$ cat src/rtl/average_write_ctrl.sv
// Write sequencer for the 16-slot average-result bank: steps a 3-lane group select per accepted beat,
// then holds the completed vector until acknowledged. Optional idle timeout under `AVE_TIMEOUT_EN`.
module average_write_ctrl #(
  parameter int NUM_REG = 16,
  parameter int LANES   = 3,
  parameter int TIMEOUT = 1024
) (
  input  logic               i_clk,
  input  logic               i_reset,
  input  logic               i_start,
  input  logic               i_valid,
  output logic               o_ready,
  output logic               o_enableWrite,
  output logic [NUM_REG-1:0] o_selWrite,
  output logic [2:0]         o_group,
  output logic               o_busy,
  output logic               o_done,
  input  logic               i_ack,
  output logic               o_error
);

  localparam int NUM_GROUPS = (NUM_REG + LANES - 1) / LANES;
  localparam logic [2:0] LAST_GROUP = 3'(NUM_GROUPS - 1);

  typedef enum logic [1:0] {IDLE, FILL, HOLD} state_t;

  state_t       state_q, state_d;
  logic [2:0]   group_q, group_d;
  logic         busy_q, busy_d;
  logic         done_q, done_d;
  logic         accept;
  logic [NUM_REG-1:0] sel_write;

`ifdef AVE_TIMEOUT_EN
  localparam int CNT_W = $clog2(TIMEOUT + 1);
  logic [CNT_W-1:0] idle_cnt_q, idle_cnt_d;
  logic             error_q, error_d;
`endif

  always_comb begin
    state_d = state_q;
    group_d = group_q;
    accept  = (state_q == FILL) && i_valid;
`ifdef AVE_TIMEOUT_EN
    idle_cnt_d = idle_cnt_q;
    error_d    = 1'b0;
`endif
    case (state_q)
      IDLE: begin
        if (i_start) begin
          state_d = FILL;
          group_d = 3'd0;
        end
      end
      FILL: begin
        if (accept) begin
          if (group_q == LAST_GROUP) begin
            state_d = HOLD;
            group_d = 3'd0;
          end else begin
            group_d = group_q + 3'd1;
          end
        end
      end
      HOLD: begin
        // A simultaneous ack and start chains straight into the next frame.
        if (i_ack) begin
          state_d = i_start ? FILL : IDLE;
          group_d = 3'd0;
        end
      end
      default: begin
        state_d = IDLE;
        group_d = 3'd0;
      end
    endcase
`ifdef AVE_TIMEOUT_EN
    // Counter stays zero outside FILL, so every entry to FILL starts a fresh count.
    if (state_q != FILL || accept) begin
      idle_cnt_d = '0;
    end else if (idle_cnt_q == CNT_W'(TIMEOUT - 1)) begin
      idle_cnt_d = '0;
      state_d    = IDLE;
      group_d    = 3'd0;
      error_d    = 1'b1;
    end else begin
      idle_cnt_d = idle_cnt_q + 1'b1;
    end
`endif
    busy_d = (state_d == FILL);
    done_d = (state_d == HOLD);
  end

  always_ff @(posedge i_clk or negedge i_reset) begin
    if (!i_reset) begin
      state_q <= IDLE;
      group_q <= 3'd0;
      busy_q  <= 1'b0;
      done_q  <= 1'b0;
`ifdef AVE_TIMEOUT_EN
      idle_cnt_q <= '0;
      error_q    <= 1'b0;
`endif
    end else begin
      state_q <= state_d;
      group_q <= group_d;
      busy_q  <= busy_d;
      done_q  <= done_d;
`ifdef AVE_TIMEOUT_EN
      idle_cnt_q <= idle_cnt_d;
      error_q    <= error_d;
`endif
    end
  end

  // Group mask is combinational so the bank captures on the accepting edge.
  always_comb begin
    sel_write = '0;
    if (busy_q) begin
      for (int i = 0; i < NUM_REG; i++) begin
        if (i / LANES == int'(group_q)) sel_write[i] = 1'b1;
      end
    end
  end

  assign o_ready       = busy_q;
  assign o_enableWrite = busy_q && i_valid;
  assign o_selWrite    = sel_write;
  assign o_group       = group_q;
  assign o_busy        = busy_q;
  assign o_done        = done_q;
`ifdef AVE_TIMEOUT_EN
  assign o_error       = error_q;
`else
  assign o_error       = 1'b0;
`endif

endmodule

$ cat config.mk
export PLATFORM = sky130hd
export DESIGN_NAME = average_write_ctrl
export DESIGN_NICKNAME = d
export VERILOG_FILES = /design/src/rtl/average_write_ctrl.sv
export SDC_FILE = /design/constraint.sdc
export NUM_CORES = 1
export LEC_CHECK = 0
export ABC_AREA = 1
export BUFFER_PORTS_ARGS = -buffer_cell sky130_fd_sc_hd__buf_4
export CORE_AREA = 2 2 39 41
export DETAILED_ROUTE_END_ITERATION = 10
export DIE_AREA = 0 0 41 43
export HOLD_SLACK_MARGIN = 0.1
export PLACE_DENSITY = 0.71
export SKIP_CTS_REPAIR_TIMING = 1
export SYNTH_ARGS = -nofsm -noshare
export SYNTH_HDL_FRONTEND = slang
export SYNTH_SLANG_ARGS = --single-unit
$ cat constraint.sdc
create_clock -name i_clk -period 3.05 [get_ports i_clk]
set_input_delay 0.305 -clock i_clk [delete_from_list [all_inputs] [get_ports i_clk]]
set_output_delay 0.305 -clock i_clk [all_outputs]
set_load 0.005 [all_outputs]
==> metrics.md, run 1 <==
| Metric | Value |
|---|---|
| Status | finished, final reports clean |
| H-Tree Depth | 1 |
| Drt total wl | 1000 µm |
| Core area | 1380 µm² |
| Asr flop ratio synth | 100% |
| Critical path cell sequence | nor4_1, buf_4 |
| Crit-path leading delay family | simple AND/OR/NAND/NOR gates |
| Area grow syn2layout | 32.0% |
| Via Count | 491 |
| Reg2reg setup slack | 1820 ps |
| DIE AREA | 1760 µm² |
| # IOs | 29 |
| Sw Pwr | 238 µW |
| Worst skew pair latency | 250 ps |
| Final count of negative-setup-slack endpoints | 0 |
| CP Buf/Inv Count | 1 |
| Final Critical Period | 1730 ps |
| Primary FF master, synth | dfrtp_1 |
| Vias in the first global route | 390 |
| Critical path class | reg2out |
| Total CTS buffers | 3 |
| Pre-Repair DR Iteration Count | 3 |
| # nets final | 96 |
| Yosys reg bits | 7 |
| Clk pin slew, worst setup/hold paths | 50 ps |
| Post-synth EDFFs | 0 |
| Crit path capture type | output port |
| CP Max Fanout | 9 |
| Maximum clock path buffer count | 2 |
| Worst EP arrival | 1430 ps |
| First-pass GRT wire length | 1510 µm |
| Netlist cell types | 17 |
| Die Width | 41 µm |
| Register-to-Register Path Depth | 6 |
| Cell Pwr Density | 869 nW/µm² |
| Hold EP | o_busy |
| Initial antenna violation count | 0 |
| CP Launch Point | o_group[1] |
| Pre-CTS WS | 1590 ps |
| Input/output buffers | 27 |
| RSZ-0062 raised after global routing | no |
| Int Power | 349 µW |
| DP HPWL | 804 µm |
| Fmax | 578 MHz |
| Final GP Congestion | 0.759 |
| Sw Ratio | 40.6% |
| Synthesized cell area | 512 µm² |
| # DRC | 0 |
| Global route total overflow | 0 |
| Critical Path Max Stage Delay | 500 ps |
| Syn_nets | 76 |
| Power Total | 587 µW |
| Root Buffer | clkbuf_4 |
| Setup TNS | 0 ps |
| Main area contributors after synthesis | dfrtp_1 34%, buf_4 18%, nand2_1 10%, nand3_1 4.9%, o21ai_1 3.9% |
| Placement Rows | 14 |
| Synthesis Warnings | 0 |
| Logic pwr share | 57.7% |
| CP Launch Type | register |
| Clock Sinks | 7 |
| Peak VDD IR | 0.425 mV |
| Slowest cell on crit path | nor4_1 |
| Hold Path Class | in2reg |
| CTS tree | built |
| Synth top area share | 34.2% |
| # diodes | 0 |
| Worst EP required | 2740 ps |
| GRT Total Usage | 13.2% |
| WHS Path Cells | 3 |
| Reg power frac | 28.0% |
| Pins Over Slew Limit | 0 |
| MaxCap Viol Count | 0 |
| P_leak | 0.394 nW |
| Post-route ant nets | 0 |
| Synth area leader | dfrtp_1 |
| Largest net degree at the start of global routing | 10 |
| Setup WS post-layout | 1320 ps |
| Clock network power share | 14.3% |
| Initial Util | 37.0% |
| Worst R2R End | o_group[2] |
| Chip height | 43 µm |
| Syn avg cell area | 7.31 µm² |
| Initial drt markers | 17 |
| Syn Inst Count | 70 |
| Register area share after synthesis | 34.2% |
| Worst reg2reg startpoint | o_group[1] |
| Clock Skew | 1.08 ps |
| Hold Vio Cnt, Final | 0 |
| HP Start | i_start |
| Vias per cell | 4.68 |
| Period utilization | 56.8% |
| Drt wl/cell | 9.55 µm |
| Share of layout cells above drive strength 1 | 46.1% |
==> logic make-up (layout without fill, tap and decap cells) <==
group                      Yosys count  in the layout  synth area share (%)
AOI/OAI and AO/OA                    6              6                  5.87
adders and majority gates            1              1                  2.44
buffers and inverters               23             42                  25.9
DFF                                  7              7                  34.2
other                                1              1                 0.733
and+or+nand+nor                     32             32                  30.8
==> Yosys cell counts, types with 2 or more instances <==
cell type and number:
nand3_1 5, inv_2 5, nor4_1 3, nand2_1 14, nand2_2 3, buf_4 12, inv_1 5, nor2_1 4
dfrtp_1 7, o21ai_1 4, o21ai_0 2
==> layout make-up <==
type,count,area (µm²)
clock buffer,4,26.3
multi-input combinational,40,204
timing repair buffer,28,213
sequential,7,175
inverter,10,37.5
tap,16,20.0
fill,135,708
==> flip-flops by register name (all words and copies together) (netlist names) <==
name / cells
state_q: 2
o_group: 3
o_done: 1
o_busy: 1
==> placed cells by master (no fill, tap or decap), drive strengths merged <==
master / synthesis / routed
nor4: 3 / 3
nand2: 17 / 17
clkbuf: 0 / 4
o21ai: 6 / 6
dlygate4sd3: 0 / 1
nand3: 6 / 6
conb: 1 / 1
inv: 10 / 10
buf: 13 / 27
dfrtp: 7 / 7
ha: 1 / 1
nor2: 6 / 6
==> per-layer routing <==
metal | vias up | GRT usage (%) | wire (µm)
met1 | 213 | 15.2 | 435
met2 | 28 | 17.5 | 425
met4 | 0 | 11.3 | 21
met5 | - | 0 | 0
li1 | 248 | - | -
met3 | 2 | 5.76 | 120
==> power by group through the flow <==
stage | clock network, mW | logic [mW] | registers (mW)
6_report | 0.0840 | 0.338 | 0.164
3_3_place_gp | 0 | 0.339 | 0.164
2_1_floorplan | 0 | 0.245 | 0.152
3_5_place_dp | 0 | 0.340 | 0.164
4_1_cts | 0.0879 | 0.341 | 0.163
5_1_grt | 0.0957 | 0.385 | 0.170
==> through the flow <==
step	cells	hold slack [ps]	utilization, %	instance area [µm²]
3_3_place_gp	100	122	46.2	639
5_1_grt	105	348	48.8	676
4_1_cts	104	-151	48.1	666
2_1_floorplan	70	9.41	-	512
6_report	105	345	48.8	676
3_5_place_dp	100	121	46.2	639
==> worst min-delay path: stages <==
cell and delay, ps:
buf_4 110, nand2_2 70, o21ai_0 70
==> how the worst max path moves through the flow <==
stage,slack [ps],to,depth (start not counted)
after floorplan,1550,o_selWrite[13],3
final,1320,o_selWrite[2],2
after detailed placement,1590,o_selWrite[2],2
after global routing,1210,o_selWrite[2],2
after global placement,1590,o_selWrite[3],2
after CTS,1300,o_selWrite[2],2
(Power assumes the default switching activity.)
==> inputs of run 2 (changes only) <==
--- a/config.mk
+++ b/config.mk
@@ -7,11 +7,11 @@
 export LEC_CHECK = 0
 export ABC_AREA = 1
 export BUFFER_PORTS_ARGS = -buffer_cell sky130_fd_sc_hd__buf_4
-export CORE_AREA = 2 2 39 41
+export CORE_MARGIN = 1
+export CORE_UTILIZATION = 37
 export DETAILED_ROUTE_END_ITERATION = 10
-export DIE_AREA = 0 0 41 43
 export HOLD_SLACK_MARGIN = 0.1
-export PLACE_DENSITY = 0.71
+export PLACE_DENSITY = 0.72
 export SKIP_CTS_REPAIR_TIMING = 1
 export SYNTH_ARGS = -nofsm -noshare
 export SYNTH_HDL_FRONTEND = slang
==> constraint.sdc (replaced) <==
create_clock -name i_clk -period 1.5 [get_ports i_clk]
set_input_delay 0.15 -clock i_clk [delete_from_list [all_inputs] [get_ports i_clk]]
set_output_delay 0.15 -clock i_clk [all_outputs]
set_load 0.005 [all_outputs]
==> metrics.md, run 2 (synthesis results as in run 1) <==
| Metric | Value |
|---|---|
| DP HPWL | 811 µm (was 804 µm) |
| Die Width | 39.2 µm (was 41 µm) |
| Largest net degree at the start of global routing | 10 (unchanged) |
| # DRC | 0 (unchanged) |
| Global route total overflow | 0 (unchanged) |
| # nets final | 97 (was 96) |
| Hold slack | 187 ps (was 345 ps) |
| Placed insts | 99 (was 100) |
| Share of layout cells above drive strength 1 | 56.7% (was 46.1%) |
| Cell Pwr Density | 1820 nW/µm² (was 869 nW/µm²) |
| H-Tree Depth | 1 (unchanged) |
| Worst EP arrival | 1300 ps (was 1430 ps) |
| Worst EP required | 1350 ps (was 2740 ps) |
| Slowest cell on crit path | dfrtp_2 (was nor4_1) |
| Vias in the first global route | 380 (was 390) |
| Drt wl/cell | 10.4 µm (was 9.55 µm) |
| Clk pin slew, worst setup/hold paths | 50 ps (about the same) |
| Post-route ant nets | 0 (unchanged) |
| Critical path cell sequence | nand2_1, inv_1, ha_1, nand2_1, inv_2, buf_4 (was nor4_1, buf_4) |
| Number of flip-flops under the largest register name | 3 (unchanged) |
| Critical Path Max Stage Delay | 510 ps (was 500 ps) |
| Final Critical Period | 1450 ps |
| RSZ-0062 raised after global routing | yes (was no) |
| Vias per cell | 4.59 (was 4.68) |
| Worst skew pair latency | 260 ps (was 250 ps) |
| Clock Skew | 3.79 ps (was 1.08 ps) |
| Most frequent cells in the layout | 28 x buf_4, 14 x nand2_1, 6 x inv_2 (was 27 x buf_4, 14 x nand2_1, 7 x dfrtp_1) |
| Setup TNS | 0 ps (unchanged) |
| P_leak | 0.391 nW (was 0.394 nW) |
| # diodes | 0 (unchanged) |
| # IOs | 29 (unchanged) |
| Peak VDD IR | 0.859 mV (was 0.425 mV) |
| MaxCap Viol Count | 0 (unchanged) |
| Root Buffer | clkbuf_4 (unchanged) |
| Total CTS buffers | 3 (unchanged) |
| Maximum clock path buffer count | 2 (unchanged) |
| Area grow syn2layout | 43.8% (was 32.0%) |
| Hold Vio Cnt, Final | 0 (unchanged) |
| GRT Total Usage | 15.9% (was 13.2%) |
| First-pass GRT wire length | 1580 µm (was 1510 µm) |
| DIE AREA | 1540 µm² (was 1760 µm²) |
| Initial Util | 39.3% (was 37.0%) |
| Period utilization | 96.7% |
| Crit path capture type | output port (unchanged) |
| Critical path class | reg2out (unchanged) |
| Chip height | 39.2 µm (was 43 µm) |
| CP Launch Type | register (unchanged) |
| Initial drt markers | 10 (was 17) |
| Layout Cells excl Fill | 105 (unchanged) |
| Status | finished, final reports clean (unchanged) |
| Placement Rows | 13 (was 14) |
| Final GP Congestion | 0.822 (was 0.759) |
| Drt total wl | 1100 µm (was 1000 µm) |
| Clock Sinks | 7 (unchanged) |
| CP Max Fanout | 9 (unchanged) |
| Pins Over Slew Limit | 0 (unchanged) |
| Pre-Repair DR Iteration Count | 4 (was 3) |
| CTS tree | built (unchanged) |
| Hold Path Class | in2reg (unchanged) |
| Input/output buffers | 27 (unchanged) |
| CP dominant cell by count | nand2_1 |
| Fmax | 689 MHz |
| Core area | 1300 µm² (was 1380 µm²) |
| Initial antenna violation count | 0 (unchanged) |
| Most common cell after layout, fill and taps aside | buf_4 (unchanged) |
| Final count of negative-setup-slack endpoints | 0 (unchanged) |
| Via Count | 482 (was 491) |
==> run 2: cell count changes in the layout (fill, tap and decap cells not counted), sizes merged <==
cell      delta
inv          -1
clkinvlp     +1
buf          +1
==> run 2: layout make-up <==
| class | count | area (µm²) |
|---|---|---|
| Clock buffer | 4 | 26.3 |
| Tap cell | 15 | 18.8 |
| Fill cell | 139 | 566 |
| Inverter | 10 | 41.3 |
| Multi-Input combinational cell | 40 | 249 |
| Timing Repair Buffer | 29 | 220 |
| Sequential cell | 7 | 180 |
==> run 2: final timing paths <==
path	endpoint	depth (start not counted)	slack [ps]	start
hold / removal	o_busy	3	190	i_start
setup reg to reg	o_group[2]	6	220	o_group[1]
setup / recovery	o_selWrite[10]	6	50	o_group[1]
max in group asynchronous	o_group[1]	2	1120	i_reset
hold reg to reg	o_busy	3	600	state_q[0]
min in group asynchronous	o_done	2	240	i_reset
==> run 2: report_power, final <==
group          internal, mW  switching [mW]
clock network         0.102          0.0711
logic                 0.416           0.362
registers             0.254           0.133
total                 0.771           0.566
==> run 2: metal layers <==
metal | track usage [%] | share of wire, % | vias up
li1 | - | - | 245
met1 | 19.3 | 44 | 213
met2 | 22.5 | 47 | 19
met3 | 6.94 | 6.3 | 5
met4 | 10.3 | 2.7 | 0
met5 | 0 | 0 | -
==> run 2: worst max-delay path, delay by kind of cell, from the launching register on <==
kind / cells / cell delay [ps]
flip-flops: 1 / 510
buffers and inverters: 3 / 200
adder cells (fa/ha/maj): 1 / 170
AND/OR/NAND/NOR: 2 / 170
==> run 2: metrics by stage <==
stage	worst slack [ps]	instance area [µm²]	total power [mW]	utilization (%)
after floorplan	158	512	0.806	-
after global placement	209	638	1.02	49.0
after detailed placement	188	638	1.03	49.0
after CTS	-100	664	1.21	51.1
after global routing	-37.5	736	1.47	56.5
final	49.1	736	1.34	56.5
